`config.mk`:
```
export PLATFORM = sky130hd
export DESIGN_NAME = foc_pipe_codec
export DESIGN_NICKNAME = d
export VERILOG_FILES = /design/src/rtl/foc_pkg.sv /design/src/rtl/foc_seg_dec.sv /design/src/rtl/foc_pipe_codec.sv
export SDC_FILE = /design/constraint.sdc
export NUM_CORES = 1
export LEC_CHECK = 0
export CAP_MARGIN = 20
export CORE_UTILIZATION = 53
export CTS_BUF_LIST = sky130_fd_sc_hd__clkbuf_8
export DETAILED_ROUTE_END_ITERATION = 8
export PLACE_DENSITY = 0.81
export SYNTH_ARGS = -nofsm -noshare
export SYNTH_HDL_FRONTEND = slang
export SYNTH_HIERARCHICAL = 1
export SYNTH_SLANG_ARGS = --single-unit
```
`constraint.sdc`:
```
create_clock -name clk -period 5.9 [get_ports clk]
set_clock_uncertainty 0.2 [all_clocks]
set_input_delay 0.59 -clock clk [delete_from_list [all_inputs] [get_ports clk]]
set_output_delay 0.59 -clock clk [all_outputs]
set_load 0.02 [all_outputs]
```
`src/rtl/foc_pkg.sv`:
```
// foc_pkg: Fibonacci weight table, code width helper and per-segment FOC encode/decode.
//   FIB        weights w0..w9 = 1,2,3,5,8,...
//   cw_of      code bits needed for a SEG-bit segment
//   seg_enc    greedy Zeckendorf encode of one segment value
//   seg_dec    weighted sum of the set bits of one code segment
package foc_pkg;
  localparam int MAXCW = 10;
  localparam int FIB [MAXCW] = '{1, 2, 3, 5, 8, 13, 21, 34, 55, 89};
  // Smallest n whose next weight exceeds every SEG-bit value, so n weights reach 2^seg-1.
  function automatic int cw_of(input int seg);
    int n;
    n = MAXCW;
    for (int i = MAXCW - 1; i >= 0; i--)
      if (FIB[i] >= (1 << seg)) n = i;
    return n;
  endfunction
  function automatic logic [MAXCW-1:0] seg_enc(input logic [7:0] v);
    logic [7:0] r;
    r = v;
    seg_enc = '0;
    for (int i = MAXCW - 1; i >= 0; i--)
      if (int'(r) >= FIB[i]) begin
        seg_enc[i] = 1'b1;
        r = r - 8'(FIB[i]);
      end
  endfunction
  function automatic logic [7:0] seg_dec(input logic [MAXCW-1:0] c);
    seg_dec = '0;
    for (int i = 0; i < MAXCW; i++)
      if (c[i]) seg_dec = seg_dec + 8'(FIB[i]);
  endfunction
endpackage

```
`src/rtl/foc_seg_dec.sv`:
```
// foc_seg_dec: decode one CW-bit code segment into SEG data bits plus an illegal flag.
//   code     received code segment (after fault mask)
//   byp      segment travelled raw; take low bits, no legality check
//   data     decoded segment value (low SEG bits of the weight sum)
//   illegal  adjacent ones or sum above 2^SEG-1
module foc_seg_dec import foc_pkg::*; #(
  parameter int SEG = 4,
  parameter int CW = 6
) (
  input  logic [CW-1:0]  code,
  input  logic           byp,
  output logic [SEG-1:0] data,
  output logic           illegal
);
  logic [7:0] sum;
  logic adj;
  assign sum = seg_dec(MAXCW'(code));
  assign adj = |(code[CW-2:0] & code[CW-1:1]);
  assign data = byp ? code[SEG-1:0] : sum[SEG-1:0];
  assign illegal = !byp && (adj || sum > 8'((1 << SEG) - 1));
endmodule

```
`src/rtl/foc_pipe_codec.sv`:
```
// foc_pipe_codec: three-stage FOC encode -> bus -> decode pipeline with backpressure.
//   clk, rst        clock; asynchronous active-low reset
//   bypass          sampled per word: raw zero-padded segments instead of FOC code
//   in_valid/ready  upstream handshake, data_in word
//   bus_flip        fault mask XORed onto the bus at the decoder input
//   bus_out         registered bus codeword (S2)
//   out_valid/ready downstream handshake, data_out word, dec_err flag
//   err_cnt         saturating count of delivered words with dec_err
module foc_pipe_codec import foc_pkg::*; #(
  parameter int DW = 32,
  parameter int SEG = 4,
  parameter int CW = 6,
  localparam int NSEG = DW / SEG,
  localparam int BW = NSEG * CW
) (
  input  logic          clk,
  input  logic          rst,
  input  logic          bypass,
  input  logic          in_valid,
  output logic          in_ready,
  input  logic [DW-1:0] data_in,
  input  logic [BW-1:0] bus_flip,
  output logic [BW-1:0] bus_out,
  output logic          out_valid,
  input  logic          out_ready,
  output logic [DW-1:0] data_out,
  output logic          dec_err,
  output logic [15:0]   err_cnt
);
  logic en, v1, b1, v2, b2;
  logic [DW-1:0] d1, dec;
  logic [BW-1:0] enc, bus_in;
  logic [NSEG-1:0] ill;
  assign en = !out_valid || out_ready;
  assign in_ready = en;
  assign bus_in = bus_out ^ bus_flip;
  for (genvar i = 0; i < NSEG; i++) begin : g_seg
    assign enc[i*CW +: CW] = b1 ? CW'(d1[i*SEG +: SEG]) : CW'(seg_enc(8'(d1[i*SEG +: SEG])));
    foc_seg_dec #(.SEG(SEG), .CW(CW)) u_dec (
      .code(bus_in[i*CW +: CW]),
      .byp(b2),
      .data(dec[i*SEG +: SEG]),
      .illegal(ill[i])
    );
  end
  always_ff @(posedge clk or negedge rst)
    if (!rst) begin
      v1 <= 1'b0;
      b1 <= 1'b0;
      d1 <= '0;
      v2 <= 1'b0;
      b2 <= 1'b0;
      bus_out <= '0;
      out_valid <= 1'b0;
      data_out <= '0;
      dec_err <= 1'b0;
      err_cnt <= '0;
    end else begin
      if (en) begin
        v1 <= in_valid;
        d1 <= data_in;
        b1 <= bypass;
        v2 <= v1;
        b2 <= b1;
        bus_out <= enc;
        out_valid <= v2;
        data_out <= dec;
        dec_err <= v2 && |ill;
      end
      if (out_valid && out_ready && dec_err && err_cnt != 16'hFFFF) err_cnt <= err_cnt + 16'd1;
    end
endmodule
```
==> flow_metrics.tcl <==
set metrics [dict create \
    violations "design-rule violations" \
    clock_tree.buffer_depth 2 \
    multi_input_comb_area_um2 9960 \
    syn_area_um2 14300 \
    vias 13900 \
    ir_drop_mv 0.259 \
    area_growth_pct 15.3 \
    worstPathRequired_ps 6060 \
    utilization_pct 62.7 \
    synthCells 1808 \
    async_flop_share_pct 100 \
    synth_edf_count 0 \
    slew_headroom_pct 34.7 \
    drive_gt1_share_pct 6.92 \
    drt_iter0_markers 1207 \
    fill_cells 2311 \
    startpoint_type "flop" \
    grt-ovfl-total 0 \
    ios 184 \
    path_clk_slew_ps 90 \
    cts_made_buffers 17 \
    path_class "reg2reg" \
    final_nets 2105 \
    dr.pass1.iters 7 \
    insertion_delay_ps 470 \
    cap_violations 0 \
    routed_wirelength_um 38600 \
    grt_pass1_vias 12800 \
    cts_root_buffer "clkbuf_8" \
    grt_pass1_wl_um 63500 \
    finalHoldWorstSlack_ps 21.9 \
    syn_area_per_cell_um2 7.89 \
    fin_tns_setup_ps 0 \
    rsz0062_at_grt "no" \
    final_common_cell "nand2_1" \
    syn-num-nets 1990 \
    ys_warn_count 6 \
    design_area_um2 16400 \
    synth.distinct_cells 98 \
    die_area_um2 27600 \
    grt_use_total_pct 27.7 \
    tightest_slew_ps 976 \
    chipWidth_um 166 \
    slew_violations 0 \
    worst_ep_arrival_time_ps 5710 \
    chipHeight_um 166 \
    placed_area_um2 16000 \
    gp_congestion 0.951 \
    start_util_pct 54.4 \
    grt_max_degree 103 \
    crit_path_max_fanout 9 \
    outcome "complete, but fails checks" \
    n_antenna_cell 0 \
    ys.flop_type "dfrtp_1" \
    min_period_ps 5550 \
    fin_cells 2271 \
    final_cell_mix "nand2_1, clkdlybuf4s50_1, dfrtp_1, o21ai_0, ha_1" \
    fmax_mhz 180 \
    fin_crit_sh_pct 94.1 \
    wl_per_cell_um 17.0 \
    row_count 59 \
    route.detailed.drc 17 \
    p_per_area_nw_per_um2 672 \
    viasPerCell 6.10 \
    cts_tree "yes" \
    dpl.hpwl_um 28700 \
    ys_seq_elements 134 \
    seqCellArea_um2 3350 \
    core_area_um2 26200 \
    power.total_mw 11.0 \
    hold_class "in2async" \
    place_inst 2238 \
    worstSetupEndpointType "flop" \
    p_leak_nw 7.16 \
    setup_viol 0 \
    io_buffer_count 183 \
    htree_levels 4 \
    hold_viol 0 \
    seq_area_frac_synth_pct 23.5 \
    cts_sinks 134 \
    setup_ws_ps 347 \
    ant_nets 0 \
    antenna_found_initial 0 \
    place_ws_ps 287 \
]
-- final timing paths --
| kind | start | endpoint | slack, ps | cells past startpoint |
|---|---|---|---|---|
| hold reg to reg | data_out[11]$_DFFE_PN0P_ | data_out[11]$_DFFE_PN0P_ | 270 | 2 |
| hold / removal | rst | data_out[20]$_DFFE_PN0P_ | 20 | 1 |
| setup / recovery | d1[13]$_DFFE_PN0P_ | bus_out[18]$_DFFE_PN0P_ | 350 | 23 |
| setup reg to reg | d1[13]$_DFFE_PN0P_ | bus_out[18]$_DFFE_PN0P_ | 350 | 23 |
| min in group clk | data_out[11]$_DFFE_PN0P_ | data_out[11]$_DFFE_PN0P_ | 270 | 2 |
| max in group asynchronous | rst | d1[28]$_DFFE_PN0P_ | 4460 | 2 |
-- cells in the mapped netlist, types with 36 or more instances --
cell / n / area (µm²)
inv_1: 74 / 278
nand3_1: 57 / 285
nand2_1: 303 / 1140
mux2i_1: 36 / 360
ha_1: 97 / 1210
dfrtp_1: 134 / 3350
xnor2_1: 53 / 464
o21ai_0: 113 / 566
xor2_1: 67 / 587
clkbuf_1: 60 / 225
a21oi_1: 93 / 465
nor2_1: 86 / 323
-- sequential cells by signal, indices dropped and copies added, names as in the netlist --
register / count
out_valid: 1
dec_err: 1
data_out: 32
b1: 1
v2: 1
bus_out: 48
err_cnt: 16
b2: 1
d1: 32
v1: 1
-- final cells by class --
| type | instances | share of cell area [%] |
|---|---|---|
| clock inverter | 15 | 1.03 |
| sequential | 134 | 20.4 |
| clock buffer | 17 | 1.42 |
| inverter | 84 | 1.93 |
| timing repair buffer | 203 | 12.1 |
| tap | 335 | 2.55 |
| multi-input combinational | 1483 | 60.6 |
-- where the power goes --
| part | total, mW | internal [mW] | switching [mW] |
|---|---|---|---|
| clock | 0.821 | 0.386 | 0.435 |
| combinational | 8.50 | 3.67 | 4.83 |
| sequential | 1.73 | 1.26 | 0.465 |
| total | 11.0 | 5.32 | 5.73 |
-- what timing repair did --
action,in CTS,in global routing
hold buffers,0,0
endpoints found under the hold margin,0,0
setup buffers,0,0
endpoints found under the setup margin,0,1
gates resized for setup,0,3
-- cells by family (layout without fill, tap and decap cells) --
logic type      after synthesis  in the layout  share of synthesized area (%)
simple gates                692            692                           24.0
compound gates              515            515                           24.9
xor+xnor                    136            136                           9.20
buf+inv                     191            319                           6.75
flops                       134            134                           23.5
mux                          43             43                           3.08
fa+ha+maj                    97             97                           8.51
-- worst max-delay path: stages, from the launching register on --
cell and delay (ps):
dfrtp_1 350, inv_1 100, ha_1 290, o311a_1 420, nand2_1 150, ha_1 240
clkinv_1 120, buf_4 180, o31a_1 120, a211o_1 280, o21ai_1 170, and2_0 280
xnor2_1 200, inv_1 70, ha_1 240, nand2b_1 200, or4_1 590, nor2_1 190
or2_2 140, ha_1 160, nor3_1 70, o41ai_1 320, nand2_1 90, o31a_1 280
-- routing by layer --
layer  up-vias  track usage, %  share of wire (%)
met5         -               0                  0
met4         0            7.84                1.8
met3        54            3.88                5.8
met2       458            44.1                 46
met1      6592            39.0                 47
li1       6747               -                  -
Note: power is estimated with default switching activity, not from simulation.
